$ cat src/rtl/riscv_pkg.sv
// Shared definitions for the retire-side monitor:
// halt-pair default encodings and the halt FSM state type.
package riscv_pkg;

  localparam logic [31:0] HALT_INST0_DEF = 32'h00c00093;
  localparam logic [31:0] HALT_INST1_DEF = 32'h00008067;

  typedef enum logic [1:0] {
    RUN    = 2'd0,
    ARMED  = 2'd1,
    HALTED = 2'd2
  } halt_st_e;

endpackage

$ cat src/rtl/riscv_halt_detect.sv
// Halt-pair detector FSM. In: CLK, RSTn, valid, inst.
// Out: halted (state is HALTED), halt_now (this edge enters HALTED).
module riscv_halt_detect
  import riscv_pkg::*;
#(
  parameter logic [31:0] HALT_INST0 = HALT_INST0_DEF,
  parameter logic [31:0] HALT_INST1 = HALT_INST1_DEF
) (
  input  logic        CLK,
  input  logic        RSTn,
  input  logic        valid,
  input  logic [31:0] inst,
  output logic        halted,
  output logic        halt_now
);

  halt_st_e st;
  halt_st_e st_nxt;

  logic is_i0;
  logic is_i1;

  assign is_i0 = (inst == HALT_INST0);
  assign is_i1 = (inst == HALT_INST1);

  always_comb begin
    st_nxt = st;
    if (valid) begin
      unique case (st)
        RUN: begin
          if (is_i0) st_nxt = ARMED;
        end
        ARMED: begin
          unique case (1'b1)
            is_i1:   st_nxt = HALTED;
            is_i0:   st_nxt = ARMED;
            default: st_nxt = RUN;
          endcase
        end
        HALTED:  st_nxt = HALTED;
        default: st_nxt = RUN;
      endcase
    end
  end

  always_ff @(posedge CLK or negedge RSTn) begin
    if (!RSTn) st <= RUN;
    else       st <= st_nxt;
  end

  assign halted   = (st == HALTED);
  assign halt_now = valid && (st == ARMED) && is_i1;

endmodule

$ cat src/rtl/riscv_retire_monitor.sv
// Retire-side observation producer: retired count, last result,
// sticky HALT and a saturating cycle counter frozen at halt.
module riscv_retire_monitor
  import riscv_pkg::*;
#(
  parameter logic [31:0] HALT_INST0 = HALT_INST0_DEF,
  parameter logic [31:0] HALT_INST1 = HALT_INST1_DEF,
  parameter int          CNT_W      = 32
) (
  input  logic             CLK,
  input  logic             RSTn,
  input  logic             RETIRE_VALID,
  input  logic [31:0]      RETIRE_INST,
  input  logic [31:0]      RETIRE_RESULT,
  output logic [CNT_W-1:0] NUM_INST,
  output logic [31:0]      OUTPUT_PORT,
  output logic             HALT,
  output logic [CNT_W-1:0] CYCLE
);

  logic halted;
  logic halt_now;

  logic [CNT_W-1:0] num_q;
  logic [CNT_W-1:0] cyc_q;
  logic [31:0]      out_q;
  logic             halt_q;

  riscv_halt_detect #(
    .HALT_INST0 (HALT_INST0),
    .HALT_INST1 (HALT_INST1)
  ) u_halt (
    .CLK      (CLK),
    .RSTn     (RSTn),
    .valid    (RETIRE_VALID),
    .inst     (RETIRE_INST),
    .halted   (halted),
    .halt_now (halt_now)
  );

  // The halting retire still counts: halted is
  // only true from the edge after entry onward.
  always_ff @(posedge CLK or negedge RSTn) begin
    if (!RSTn) begin
      num_q <= '0;
      out_q <= '0;
    end else if (!halted && RETIRE_VALID) begin
      if (num_q != '1) num_q <= num_q + CNT_W'(1);
      out_q <= RETIRE_RESULT;
    end
  end

  always_ff @(posedge CLK or negedge RSTn) begin
    if (!RSTn) begin
      cyc_q <= '0;
    end else if (!halted && cyc_q != '1) begin
      cyc_q <= cyc_q + CNT_W'(1);
    end
  end

  always_ff @(posedge CLK or negedge RSTn) begin
    if (!RSTn) halt_q <= 1'b0;
    else       halt_q <= halt_q | halt_now;
  end

  assign NUM_INST    = num_q;
  assign OUTPUT_PORT = out_q;
  assign HALT        = halt_q;
  assign CYCLE       = cyc_q;

endmodule

$ cat config.mk
export PLATFORM = sky130hd
export DESIGN_NAME = riscv_retire_monitor
export DESIGN_NICKNAME = d
export VERILOG_FILES = /design/src/rtl/riscv_pkg.sv /design/src/rtl/riscv_halt_detect.sv /design/src/rtl/riscv_retire_monitor.sv
export SDC_FILE = /design/constraint.sdc
export NUM_CORES = 1
export LEC_CHECK = 0
export ABC_AREA = 1
export BUFFER_PORTS_ARGS = -buffer_cell sky130_fd_sc_hd__buf_4
export CORE_ASPECT_RATIO = 1.75
export CORE_UTILIZATION = 53
export CTS_CLUSTER_DIAMETER = 120
export DETAILED_ROUTE_END_ITERATION = 12
export PLACE_DENSITY_LB_ADDON = 0.25
export REMOVE_ABC_BUFFERS = 1
export SKIP_CTS_REPAIR_TIMING = 1
export SYNTH_ARGS = -nofsm -noshare
export SYNTH_HDL_FRONTEND = slang
export SYNTH_HIERARCHICAL = 1
export SYNTH_SLANG_ARGS = --single-unit
$ cat constraint.sdc
create_clock -name CLK -period 1.85 [get_ports CLK]
set_input_delay 0.0925 -clock CLK [delete_from_list [all_inputs] [get_ports CLK]]
set_output_delay 0.0925 -clock CLK [all_outputs]
set_load 0.02 [all_outputs]
==> reports/qor.yml, run 1 <==
run_status: "finished, final reports clean"
critPathLaunch: "CYCLE[0]"
start_util: 0.542
nets: 1212
cts_root_buf: "clkbuf_16"
drive_gt1_frac: 0.222
grt_use_total: 0.328
crit_arrival_ps: 2080
antenna_found_initial: 0
fin_area_um2: 8220
setup-violations-final: 0
syn_inst: 914
synth_top_area_cell: "dfrtp_1"
cts_tree: "done"
viasPerCell: 5.19
final_cells: 1280
cts.clk_slew.worst_paths_ps: 70
gp_congestion: 0.967
rows: 51
numCtsBuffers: 9
wl_per_cell_um: 14.9
postSynthAreaPerCell_um2: 6.54
vdd_ir_drop_max_mv: 0.549
drt_pre_antenna_iters: 4
synthSimpleGateAreaFrac: 0.478
clk_path_buf_depth: 2
h-tree-depth: 3
hold_violations: 0
syn_to_final_growth_pct: 37.4
worstHoldPathCells: 3
tightestPinTransition_ps: 585
synth.area.mux_share: 0
grt_overflow: 0
min_period_over_period: 0.994
drcViolationCount: 0
holdWs_ps: 12.8
syn_area_um2: 5980
diodes: 0
powerDensity_nw_per_um2: 630
worstHoldStart: "RETIRE_VALID"
end_kind: "register"
initialDrtViolationCount: 306
synth_top_cells_by_count: "nand2_1, nor2_1, dfrtp_1, inv_1, nand3_1"
clkSinkCount: 99
yosys-top-cells-area: "dfrtp_1, nand2_1, nor2_1"
synthXorXnorAreaFrac: 0.0308
slew_headroom: 0.610
r2r-start: "CYCLE[0]"
p_leak_uw: 0.00418
die_y_um: 142
grt_max_degree: 41
synthFlopType: "dfrtp_1"
ys_seq_area_frac: 0.414
synth_most_common_cell: "nand2_1"
synth_compound_area_frac: 0.0109
die_area_um2: 11700
fin_util: 0.744
synth_top_cell_area_share: 0.414
synth.distinct_cells: 29
hold_class: "input pin to register"
dp.cells: 1231
io_buffers: 163
die_w_um: 82.3
synth_top_family_by_area: "simple AND/OR/NAND/NOR gates"
required_ps: 2090
grt_pass1_wl_mm: 29.0
drv_slew: 0
finClkSkew_ps: 7.83
drt-total-wl_mm: 19.0
rr_worst_depth: 7
cp_max_fo: 5
core_um2: 11000
synth-seq-cells: 99
dp_hpwl_mm: 13.6
maxCapViolations: 0
async_flop_share: 1.00
worstSetupStartpointType: "register"
fin_crit_ps: 1840
insertion_delay_ps: 350
synth_adder_area_share: 0.00419
synth_edf_count: 0
critPathKind: "register to register"
ant_nets: 0
io_pins: 164
rsz0062_at_grt: "true"
fmax_mhz: 544
grt_pass1_vias: 6285
place_area_um2: 7580
yosysWarnings: 6
vias: 6640
cell families (layout without fill, tap and decap cells):
family	after synthesis	count (layout)
simple gates	697	697
buf+inv	84	318
xor+xnor	21	21
fa+ha+maj	2	2
compound gates	11	11
flops	99	99
layout make-up:
cell class | instances | area (µm²)
Inverter | 68 | 258
Fill cell | 872 | 2820
Multi-Input combinational cell | 731 | 3150
Tap cell | 132 | 165
Timing Repair Buffer | 234 | 1880
Clock inverter | 6 | 57.6
Clock buffer | 10 | 229
Sequential cell | 99 | 2480
worst max-delay path: stages, from the launching register on:
cell	delay (ps)
dfrtp_1	420
ha_1	230
buf_4	160
nand4_1	190
nor3_1	480
nand3_1	130
nand2_1	80
nand2_1	40
routing by layer:
metal,global-route usage,share of wire
met1,0.348,0.34
met2,0.583,0.55
met3,0.0481,0.045
met4,0.207,0.062
met5,0,0
path summary, 6_finish.rpt:
path / to / slack [ps]
worst max-delay path: CYCLE[30] / 10
worst min-delay path: u_halt/st[1] / 10
worst max register to register: CYCLE[30] / 10
worst min register to register: HALT / 480
max in group asynchronous: NUM_INST[17] / 1000
min in group asynchronous: NUM_INST[2] / 280
stage by stage:
stage               setup TNS (ps)  setup slack [ps]  total power, µW
floorplan                   -26340              -800             2760
global placement                 0               145             3230
detailed placement               0              47.3             3250
CTS                              0              25.3             5090
global route                  -771             -92.6             5340
finish                           0              11.6             5170
flip-flops by register name (all words and copies together) (netlist names):
register	cells
CYCLE	32
HALT	1
NUM_INST	32
OUTPUT_PORT	32
u_halt/st	2
power breakdown:
group          internal, µW  switching, µW
registers              2270           94.3
clock network           947            944
logic                   419            498
total                  3640           1540
cells in the final DEF, fill, tap and decap left out, drive strengths merged:
cell / n
xor2: 6
xnor2: 15
nand3b: 9
dlygate4sd3: 33
o21bai: 1
buf: 201
nand3: 47
o2111ai: 1
nor2b: 1
nand4: 13
ha: 2
a21oi: 2
clkbuf: 10
nand2: 480
clkinv: 4
and2: 2
nor2: 139
o21ai: 7
inv: 70
nor3: 5
dfrtp: 99
or2: 1
(Power assumes the default switching activity.)
==> run 2: changes to the inputs <==
CORE_UTILIZATION = 40   (was 53)
PLACE_DENSITY_LB_ADDON = unset   (was 0.25)
==> run 2 against run 1 <==
Final area grew 1.4%. Cell count grew 4.0%. Flip-flop and latch count is the same. Combinational power shrank 4.4%. Fmax grew 8.2%. Total power shrank 0.62%.
==> reports/qor.yml, run 2 (same netlist as run 1, synthesis figures left out) <==
fillers: 1478
crit_chain: "ha_4 > inv_2 > nor2_4 > nand2_2 > nor2_8 > nand2_4 > buf_4 > a21oi_1 > nor2_1"
core_um2: 14500
drcViolationCount: 0
io_pins: 164
rows: 58
drt-total-wl_mm: 18.2
nets: 1215
crit_family: "simple AND/OR/NAND/NOR gates"
diodes: 0
grt_pass1_vias: 6041
cp_max_fo: 17
worstSetupStartpointType: "register"
setup-violations-final: 0
clkSinkCount: 99
run_status: "finished, final reports clean"
die_y_um: 164
antenna_found_initial: 0
drt_pre_antenna_iters: 4
vias: 6379
critPathSlowestCell: "dfrtp_1"
finClkSkew_ps: 14.5
h-tree-depth: 3
drive_gt1_frac: 0.225
end_kind: "register"
holdWs_ps: 34.6
initialDrtViolationCount: 228
slew_headroom: 0.619
syn_to_final_growth_pct: 39.4
fin_area_um2: 8340
cts_root_buf: "clkbuf_16"
vdd_ir_drop_max_mv: 0.425
grt_use_total: 0.240
start_util: 0.412
fmax_mhz: 589
viasPerCell: 4.79
grt_pass1_wl_mm: 28.6
insertion_delay_ps: 350
numCtsBuffers: 9
tightestPinTransition_ps: 572
place_area_um2: 7620
cts_tree: "done"
gp_congestion: 0.916
rsz0062_at_grt: "false"
crit_arrival_ps: 1940
required_ps: 2090
die_area_um2: 15500
dp_hpwl_mm: 13.6
io_buffers: 163
powerDensity_nw_per_um2: 617
wl_per_cell_um: 13.7
fin_util: 0.574
drv_slew: 0
final_cell_mix: "nand2_1, buf_4, nor2_1"
min_period_over_period: 0.918
slowest_delay_ps: 450
clk_path_buf_depth: 2
reg2reg_setup_slack_ps: 150
die_w_um: 94.4
cts.clk_slew.worst_paths_ps: 70
fin_crit_ps: 1700
grt_overflow: 0
critPathKind: "register to register"
final_common_cell: "nand2_1"
critPathBufInv: 2
hold_violations: 0
grt_max_degree: 100
ant_nets: 0
hold_class: "input pin to register"
p_leak_uw: 0.00421
maxCapViolations: 0
==> run 2: through the flow <==
stage	setup TNS [ps]	worst slack (ps)	std cells	power, µW
floorplan	-26340	-800	898	2760
global placement	0	59.3	1276	3230
detailed placement	0	54.6	1276	3230
CTS	0	37.1	1292	5140
global route	0	5.91	1331	5380
finish	0	151	1331	5140
==> run 2: report_power, final <==
group | switching, µW | leakage (µW) | internal (µW) | total [µW]
combinational | 466 | 0.00276 | 411 | 877
sequential | 101 | 0.00130 | 2270 | 2370
clock | 938 | 0.000147 | 952 | 1890
total | 1510 | 0.00421 | 3640 | 5140
==> run 2: final timing paths <==
kind / from / endpoint / cells after the start
setup / recovery: CYCLE[1] / CYCLE[7] / 9
hold / removal: RETIRE_VALID / u_halt/st[1] / 3
setup reg to reg: CYCLE[1] / CYCLE[7] / 9
hold reg to reg: HALT / HALT / 1
max in group asynchronous: RSTn / CYCLE[0] / 3
min in group asynchronous: RSTn / NUM_INST[0] / 3
==> run 2: area by class of cell <==
class                      instances  area, µm²  share of cell area
clock buffer                       9        225              0.0270
inverter                          68        258              0.0309
clock inverter                     7       70.1             0.00841
multi-input combinational        731       3170               0.381
sequential                        99       2480               0.298
tap                              180        225              0.0270
timing repair buffer             237       1900               0.228
==> run 2: per-layer routing <==
layer,up-vias,routed length [µm],GRT usage,share of wire
li1,3259,-,-,-
met1,2928,6720,0.250,0.37
met2,148,10200,0.450,0.56
met3,44,501,0.0306,0.028
met4,0,823,0.132,0.045
met5,-,0,0,0
==> run 2: worst min-delay path: cells and delay by family <==
family / cells / cell delay [ps]
simple gates: 2 / 140
buf+inv: 1 / 110
==> run 3: changes to the inputs <==
GPL_ROUTABILITY_DRIVEN = 1   (was unset)
SYNTH_HIERARCHICAL = unset   (was 1)
==> run 3 against run 2 <==
Fmax rose by 1.5%. Sequential power increased by 2%. Via count fell by 7.4%. Combinational power up 11%. Critical endpoint is now CYCLE[17].
==> reports/qor.yml, run 3 <==
die_y_um: 160
drt-total-wl_mm: 17.7
grt_use_total: 0.250
r2r-start: "CYCLE[2]"
numCtsBuffers: 9
drt_pre_antenna_iters: 4
core_um2: 13800
fmax_mhz: 597
required_ps: 2090
setup-violations-final: 0
initialDrtViolationCount: 240
critPathLaunch: "CYCLE[2]"
drcViolationCount: 0
grt_pass1_wl_mm: 28.5
diodes: 0
synthFlopType: "dfrtp_1"
yosys-top-cells-area: "dfrtp_1, nand2_1, nor2_1"
syn_inst: 818
synth_edf_count: 0
syn_area_um2: 5670
h-tree-depth: 3
power_uw: 5270
synth_top_cell_area_share: 0.437
synth.distinct_cells: 30
place_area_um2: 7360
yosysWarnings: 0
crit_arrival_ps: 1910
antenna_found_initial: 0
drive_gt1_frac: 0.241
cts_root_buf: "clkbuf_16"
met2_usage: 0.472
finClkSkew_ps: 8.54
final_cell_mix: "nand2_1, buf_4, nor2_1"
syn_to_final_growth_pct: 41.1
clk_path_buf_depth: 2
maxCapViolations: 0
fin_area_um2: 8010
vias: 5909
cts_tree: "done"
synth_most_common_cell: "nand2_1"
start_util: 0.410
insertion_delay_ps: 350
vdd_ir_drop_max_mv: 0.582
die_area_um2: 14700
synth-seq-cells: 99
fin_crit_ps: 1670
powerDensity_nw_per_um2: 659
die_w_um: 92.0
run_status: "finished, final reports clean"
ys_seq_area_frac: 0.437
io_pins: 164
rows: 57
grt_util_met3: 0.0325
drv_slew: 0
critPathKind: "register to register"
async_flop_share: 1.00
wl_per_cell_um: 14.4
cts.clk_slew.worst_paths_ps: 80
io_buffers: 163
grt_overflow: 0
nets: 1120
gp_congestion: 0.922
tightestPinTransition_ps: 432
synth_top_area_cell: "dfrtp_1"
dp_hpwl_mm: 13.5
p_leak_uw: 0.00398
busiest_layer: "met2"
synth_top_cells_by_count: "nand2_1, nor2_1, dfrtp_1, nand3b_1, inv_1"
worstHoldStart: "RETIRE_INST[8]"
postSynthAreaPerCell_um2: 6.94
grt_max_degree: 37
slew_headroom: 0.712
viasPerCell: 4.79
final_common_cell: "nand2_1"
hold_violations: 0
use_met1: 0.258
end_kind: "register"
grt_pass1_vias: 5823
min_period_over_period: 0.905
clkSinkCount: 99
hold_class: "input pin to register"
fillers: 1369
worstSetupStartpointType: "register"
cp_max_fo: 5
ant_nets: 0
-- run 3: cell count changes in the layout (fill, tap and decap cells not counted), sizes merged, moves of 9 or more --
cell    delta
nor2       -9
nand3     -33
nand4      -9
o21ai     +15
nand2     -45
inv       -31
nand3b    +27
-- run 3: final timing paths --
kind                             endpoint  cells after the start  slack [ps]
max in group asynchronous    NUM_INST[16]                      3         990
min reg2reg                OUTPUT_PORT[9]                      2         480
min                          u_halt.st[0]                      6         130
max                             CYCLE[17]                      7         180
max reg2reg                     CYCLE[17]                      7         180
min in group asynchronous       CYCLE[25]                      2         220
-- run 3: per-stage QoR --
step / hold slack (ps) / instances / worst slack [ps] / TNS (ps) / utilization
6_report: 133 / 1233 / 176 / 0 / 0.579
5_1_grt: 156 / 1233 / -3.80 / -3.80 / 0.579
4_1_cts: -321 / 1199 / 62.0 / 0 / 0.553
3_5_place_dp: 55.3 / 1183 / 71.1 / 0 / 0.532
3_3_place_gp: 59.7 / 1183 / 103 / 0 / 0.532
2_1_floorplan: -203 / 801 / -350 / -15220 / -
-- run 3: routing by layer --
metal	up-vias	wire, µm
li1	2995	-
met1	2720	6420
met2	151	9850
met3	43	551
met4	0	872
met5	-	0
-- run 3: kinds of logic (layout without fill, tap and decap cells) --
| group | after synthesis | after routing | share of synthesized area |
|---|---|---|---|
| compound gates | 25 | 25 | 0.0258 |
| xor+xnor | 17 | 17 | 0.0262 |
| fa+ha+maj | 2 | 2 | 0.00441 |
| buf+inv | 53 | 291 | 0.0457 |
| flops | 99 | 99 | 0.437 |
| simple gates | 622 | 622 | 0.461 |
-- run 3: area by class of cell --
cell class | count | area (µm²) | share of cell area
Clock buffer | 9 | 225 | 0.0281
Clock inverter | 7 | 68.8 | 0.00860
Inverter | 36 | 145 | 0.0181
Multi-Input combinational cell | 666 | 2940 | 0.367
Sequential cell | 99 | 2480 | 0.309
Tap cell | 177 | 221 | 0.0277
Timing Repair Buffer | 239 | 1930 | 0.241
-- run 3: power by group --
group / switching [µW] / internal [µW] / leakage (µW)
Clock: 937 / 950 / 0.000143
Combinational: 517 / 456 / 0.00254
Sequential: 122 / 2290 / 0.00130
-- run 3: critical path, cell delays in order, from the launching register on --
cell     delay (ps)
dfrtp_1         480
nand3_1         230
inv_1           100
nand2_1         120
nor2_1          200
nand3_1         170
o21ai_0         190
nand2_1          70
